==> src/rtl/uart_rx_core_if.sv <==
// Byte-side handshake and status bundle of the UART receiver.
// master = downstream consumer that pops bytes; slave = the receiver core.
interface uart_rx_core_if;
   logic       rd_en;
   logic       clr_err;
   logic [7:0] rd_data;
   logic       rd_valid;
   logic       busy;
   logic       frame_err;
   logic       overrun;
   logic       parity_err;

   modport master (
      output rd_en, clr_err,
      input  rd_data, rd_valid, busy, frame_err, overrun, parity_err
   );

   modport slave (
      input  rd_en, clr_err,
      output rd_data, rd_valid, busy, frame_err, overrun, parity_err
   );
endinterface

==> src/rtl/uart_rx_core.sv <==
// 16x-oversampling UART receiver (8N1) feeding a small FWFT FIFO with sticky error flags.
// Define UART_RX_PARITY_EN to add an even-parity bit after the data bits (8E1).
module uart_rx_core #(
   parameter int CLK_DIV    = 5,
   parameter int FIFO_DEPTH = 4
) (
   input  logic          clk,
   input  logic          rst_n,
   input  logic          rx_i,
   uart_rx_core_if.slave bus
);
   localparam int TW = (CLK_DIV > 1) ? $clog2(CLK_DIV) : 1;
   localparam int AW = $clog2(FIFO_DEPTH);

   typedef enum logic [2:0] {IDLE, START, DATA, PARITY, STOP, WAIT_HIGH} state_t;

   logic          rx_meta_q, rx_s_q;
   state_t        state_q;
   logic [TW-1:0] tick_q;
   logic [3:0]    samp_q;
   logic [2:0]    bit_q;
   logic [7:0]    shift_q;
   logic          s7_q, s8_q;
   logic          push_q;
   logic          frame_err_q;
   logic          overrun_q;
   logic [7:0]    mem_q [FIFO_DEPTH];
   logic [AW:0]   wptr_q, rptr_q, wptr_d, rptr_d;
   logic          tick, vote, at_vote, at_end;
   logic          empty, full, pop, wr;

   assign tick    = (tick_q == TW'(CLK_DIV - 1));
   assign vote    = (s7_q & s8_q) | (s7_q & rx_s_q) | (s8_q & rx_s_q);
   assign at_vote = tick && (samp_q == 4'd9);
   assign at_end  = tick && (samp_q == 4'd15);

   always_ff @(posedge clk) begin
      if (!rst_n) begin
         rx_meta_q <= 1'b1;
         rx_s_q    <= 1'b1;
      end else begin
         rx_meta_q <= rx_i;
         rx_s_q    <= rx_meta_q;
      end
   end

`ifdef UART_RX_PARITY_EN
   logic par_bad_q, parity_err_q;
   assign bus.parity_err = parity_err_q;
`else
   assign bus.parity_err = 1'b0;
`endif

   always_ff @(posedge clk) begin
      if (!rst_n) begin
         state_q     <= IDLE;
         tick_q      <= '0;
         samp_q      <= '0;
         bit_q       <= '0;
         push_q      <= 1'b0;
         frame_err_q <= 1'b0;
`ifdef UART_RX_PARITY_EN
         par_bad_q    <= 1'b0;
         parity_err_q <= 1'b0;
`endif
      end else begin
         push_q <= 1'b0;
         // Clears first so a same-cycle set below takes priority.
         if (bus.clr_err) begin
            frame_err_q <= 1'b0;
`ifdef UART_RX_PARITY_EN
            parity_err_q <= 1'b0;
`endif
         end
         if (state_q == IDLE) begin
            tick_q <= '0;
            samp_q <= '0;
            bit_q  <= '0;
         end else begin
            tick_q <= tick ? '0 : tick_q + 1'b1;
            if (tick) begin
               samp_q <= samp_q + 4'd1;
               if (samp_q == 4'd7) s7_q <= rx_s_q;
               if (samp_q == 4'd8) s8_q <= rx_s_q;
            end
         end
         case (state_q)
            IDLE: begin
`ifdef UART_RX_PARITY_EN
               par_bad_q <= 1'b0;
`endif
               if (!rx_s_q) state_q <= START;
            end
            START: begin
               if (at_vote && vote) state_q <= IDLE;
               else if (at_end)     state_q <= DATA;
            end
            DATA: begin
               if (at_vote) shift_q <= {vote, shift_q[7:1]};
               if (at_end) begin
                  bit_q <= bit_q + 3'd1;
`ifdef UART_RX_PARITY_EN
                  if (bit_q == 3'd7) state_q <= PARITY;
`else
                  if (bit_q == 3'd7) state_q <= STOP;
`endif
               end
            end
`ifdef UART_RX_PARITY_EN
            PARITY: begin
               if (at_vote) begin
                  par_bad_q <= vote ^ (^shift_q);
                  if (vote ^ (^shift_q)) parity_err_q <= 1'b1;
               end
               if (at_end) state_q <= STOP;
            end
`endif
            STOP: begin
               // Re-arm at mid-stop so a following start bit is not missed.
               if (at_vote) begin
                  if (vote) begin
`ifdef UART_RX_PARITY_EN
                     push_q <= !par_bad_q;
`else
                     push_q <= 1'b1;
`endif
                     state_q <= IDLE;
                  end else begin
                     frame_err_q <= 1'b1;
                     state_q     <= WAIT_HIGH;
                  end
               end
            end
            WAIT_HIGH: if (rx_s_q) state_q <= IDLE;
            default:   state_q <= IDLE;
         endcase
      end
   end

   assign empty  = (wptr_q == rptr_q);
   assign full   = (wptr_q[AW] != rptr_q[AW]) && (wptr_q[AW-1:0] == rptr_q[AW-1:0]);
   assign pop    = bus.rd_en && !empty;
   assign wr     = push_q && (!full || pop);
   assign wptr_d = wr  ? wptr_q + 1'b1 : wptr_q;
   assign rptr_d = pop ? rptr_q + 1'b1 : rptr_q;

   always_ff @(posedge clk) begin
      if (!rst_n) begin
         wptr_q    <= '0;
         rptr_q    <= '0;
         overrun_q <= 1'b0;
      end else begin
         wptr_q <= wptr_d;
         rptr_q <= rptr_d;
         if (bus.clr_err) overrun_q <= 1'b0;
         if (push_q && full && !pop) overrun_q <= 1'b1;
      end
   end

   always_ff @(posedge clk) begin
      if (wr) mem_q[wptr_q[AW-1:0]] <= shift_q;
   end

   assign bus.rd_data   = empty ? 8'h00 : mem_q[rptr_q[AW-1:0]];
   assign bus.rd_valid  = !empty;
   assign bus.busy      = (state_q != IDLE);
   assign bus.frame_err = frame_err_q;
   assign bus.overrun   = overrun_q;
endmodule

==> src/flat_wrapper.sv <==
// flat-port wrapper written by rule: the top's interface ports become plain ports
module uart_rx_core_flat 
#(
   parameter int CLK_DIV    = 5,
   parameter int FIFO_DEPTH = 4
)
  (clk, rst_n, rx_i, bus_rd_en, bus_clr_err, bus_rd_data, bus_rd_valid, bus_busy, bus_frame_err, bus_overrun, bus_parity_err);
  uart_rx_core_if bus_i ();
  input  logic clk;
  input  logic rst_n;
  input  logic rx_i;
  input wire logic [$bits(bus_i.rd_en)-1:0] bus_rd_en;
  input wire logic [$bits(bus_i.clr_err)-1:0] bus_clr_err;
  output wire logic [$bits(bus_i.rd_data)-1:0] bus_rd_data;
  output wire logic [$bits(bus_i.rd_valid)-1:0] bus_rd_valid;
  output wire logic [$bits(bus_i.busy)-1:0] bus_busy;
  output wire logic [$bits(bus_i.frame_err)-1:0] bus_frame_err;
  output wire logic [$bits(bus_i.overrun)-1:0] bus_overrun;
  output wire logic [$bits(bus_i.parity_err)-1:0] bus_parity_err;
  assign bus_i.rd_en = bus_rd_en;
  assign bus_i.clr_err = bus_clr_err;
  assign bus_rd_data = bus_i.rd_data;
  assign bus_rd_valid = bus_i.rd_valid;
  assign bus_busy = bus_i.busy;
  assign bus_frame_err = bus_i.frame_err;
  assign bus_overrun = bus_i.overrun;
  assign bus_parity_err = bus_i.parity_err;
  uart_rx_core #(.CLK_DIV(CLK_DIV), .FIFO_DEPTH(FIFO_DEPTH)) u_core (.clk(clk), .rst_n(rst_n), .rx_i(rx_i), .bus(bus_i));
endmodule
==> config.mk <==
export PLATFORM = sky130hd
export DESIGN_NAME = uart_rx_core_flat
export DESIGN_NICKNAME = d
export VERILOG_FILES = /design/src/rtl/uart_rx_core_if.sv /design/src/rtl/uart_rx_core.sv /design/src/flat_wrapper.sv
export SDC_FILE = /design/constraint.sdc
export NUM_CORES = 1
export LEC_CHECK = 0
export CAP_MARGIN = 20
export CORE_MARGIN = 2
export CORE_UTILIZATION = 35
export DETAILED_ROUTE_END_ITERATION = 10
export PLACE_DENSITY = 0.62
export SETUP_SLACK_MARGIN = 0.02
export SYNTH_ARGS = -nofsm -noshare
export SYNTH_HDL_FRONTEND = slang
export SYNTH_SLANG_ARGS = --single-unit
==> constraint.sdc <==
create_clock -name clk -period 3 [get_ports clk]
set_clock_uncertainty 0.2 [all_clocks]
set_input_delay 0.6 -clock clk [delete_from_list [all_inputs] [get_ports clk]]
set_output_delay 0.6 -clock clk [all_outputs]
set_load 0.02 [all_outputs]
==> impl_metrics.ini <==
[run_status]
status = finished, final reports clean

[clocking]
cts-root-buf = clkbuf_8
cts_buffer_depth = 2
cts_tree = yes
cts.clk_slew.worst_paths_ps = 70
clk_latency_ps = 340
htree_levels = 3
clock_sinks = 68
cts_made_buffers = 9

[route]
vias = 1641
wl_mm = 4.48
ant_nets = 0
vias_per_cell = 4.64
drc = 0
drtIter0Drc = 78
wl_per_cell_um = 12.7
drt_first_pass_iters = 4

[timing]
min_period_ps = 2870
finalSetupTns_ps = 0
drv_slew = 0
min_period_over_period = 0.957
hold_slack_ps = 215
max_freq_mhz = 348
final-setup-viol-count = 0
final-hold-violation-count = 0
rsz0062_at_grt = false

[critical_path]
rrSetupSlack_ps = 960
end_kind = output pin
critPathTopFamily = buffers and inverters
reg2regPathDepth = 4
cp_num_buf_inv = 2
crit_required_ps = 2200
r2r_end = u_core.mem_q[1][3]
crit_type = reg -> out
arrival_ps = 2070
crit_chain = buf_4 -> mux4_2 -> and2b_1 -> clkdlybuf4s50_1
startpoint_type = register
worstSetupPathDepth = 4
reg2reg_from = u_core.wptr_q[1]
endpoint = bus_rd_data[6]
slowest_stage = mux4_2
path_max_fanout = 8
critPathMaxStageDelay_ps = 530

[logic_synthesis]
yosysTopAreaCellShare = 0.435
synth_edf_count = 42
synth_warnings = 0
synth_nets = 238
syn_area_per_cell_sq_um = 13.1
async_flop_share = 0
synth.largest_area_cell = edfxtp_1
synthTopCellsByCount = edfxtp_1 (42), dfxtp_1 (26), nand2_1 (13)
synth_most_common_cell = edfxtp_1
synth-main-ff-cell = edfxtp_1
synth_area_leaders = edfxtp_1 (43%), dfxtp_1 (18%), mux4_2 (6.2%)
ys_ff_latch = 68
syn_area_sq_um = 2900
ys_types = 44
ys_seq_area_frac = 0.614
synthCells = 221

[floorplanning]
fp-row-count = 33
die_area_sq_um = 9030
fp.dieW_um = 95.1
core_area_sq_um = 8130
start_util = 0.357
fp.dieH_um = 95.1
io_pins = 18

[final_layout]
drive_above_1_share = 0.149
antenna_cells = 0
nets = 261
final_util = 0.416
finalNonFillerCells = 354
syn_to_final_growth_pct = 16.6
final_cell_area_sq_um = 3380

[global_routing]
grt_max_degree = 17
grt_pass1_wl_mm = 7.50
grt-ovfl-total = 0
grt_pass1_vias = 1525
antenna_found_initial = 0
grtUsageTotal = 0.113

[pwr]
powerDensity_nw_per_um2 = 497
peakVddDrop_v = 0.000234
power_leakage_uw = 0.00115

[flow_run]
max_cap_viol_count = 0

[place]
placed_area_sq_um = 3190
gp_congestion = 0.799
io_buffers = 16
dpl.hpwl_mm = 2.98
dp.cells = 338

[min_path]
whs_path_depth = 1
min_path_type = reg -> reg
-- kinds of logic after synthesis --
kind of cell	share of synthesized area
flip-flops	0.614
AND/OR/NAND/NOR	0.149
XOR/XNOR	0.0302
other	0.00129
buffers and inverters	0.0293
adder cells (fa/ha/maj)	0.0552
multiplexers	0.0621
AO/OA/AOI/OAI	0.0591
-- worst min path at each step --
stage	startpoint	to	slack, ps
3_3_place_gp	u_core.rx_meta_q	u_core.rx_s_q	190
6_report	u_core.rx_meta_q	u_core.rx_s_q	210
4_1_cts	u_core.rx_meta_q	u_core.rx_s_q	220
2_1_floorplan	u_core.rx_meta_q	u_core.rx_s_q	190
5_1_grt	u_core.rx_meta_q	u_core.rx_s_q	240
3_5_place_dp	u_core.rx_meta_q	u_core.rx_s_q	200
-- stage by stage --
stage / power (uW) / worst slack, ps
floorplan: 1030 / 835
global placement: 1040 / 58.4
detailed placement: 1040 / 4.65
CTS: 1710 / 88.4
global route: 1750 / 22.3
finish: 1680 / 129
-- what timing repair did --
action | in CTS | in global routing
endpoints found under the setup margin | 9 | 0
hold buffers | 0 | 0
buffers inserted | 0 | 0
resized for setup | 2 | 0
-- state kept, by name (all words and copies together) (netlist names), 3 cells and up, named ones only --
| name | cells |
|---|---|
| u_core.mem_q | 32 |
| u_core.wptr_q | 3 |
| u_core.shift_q | 8 |
| u_core.state_q | 3 |
| u_core.tick_q | 3 |
| u_core.bit_q | 3 |
| u_core.samp_q | 4 |
| u_core.rptr_q | 3 |
-- layout by cell type, fill, tap and decap left out, types with 2 or more instances in the layout --
master,netlist,layout
clkbuf_8,0,9
and2_1,7,7
clkinvlp_4,0,4
nand4_1,2,2
nor3b_1,3,3
mux4_2,8,8
dfxtp_1,26,26
nor4_1,2,2
ha_1,12,12
a31oi_1,3,3
nand3b_1,2,2
nor2_1,11,11
buf_4,1,6
o21ai_0,3,3
clkdlybuf4s50_1,0,16
edfxtp_1,42,42
o21a_1,3,3
nor3_1,4,3
o31ai_1,2,2
nor2b_1,6,6
inv_1,11,11
a21oi_1,3,3
and2b_1,3,3
nand3_1,7,7
nand2b_1,6,6
and2_2,2,2
nand2_1,13,13
and3_1,3,3
xor2_1,5,5
xnor2_1,5,5
o211ai_1,3,3
-- per-layer routing --
layer / wire length [um] / track usage
met1: 2130 / 0.139
met2: 2110 / 0.173
met3: 154 / 0.0356
met4: 87 / 0.0664
met5: 0 / 0
-- cell type report --
class / count / area, sq um
Tap cell: 105 / 131
Fill cell: 765 / 4750
Sequential cell: 68 / 1780
Timing Repair Buffer: 22 / 205
Clock inverter: 7 / 52.6
Multi-Input combinational cell: 132 / 1050
Inverter: 11 / 41.3
Clock buffer: 9 / 124
-- where the power goes --
| group | switching [uW] | internal (uW) |
|---|---|---|
| Clock | 363 | 302 |
| Sequential | 3.93 | 983 |
| Combinational | 16.8 | 13.7 |
No activity file was read; power rests on OpenSTA's default activity.
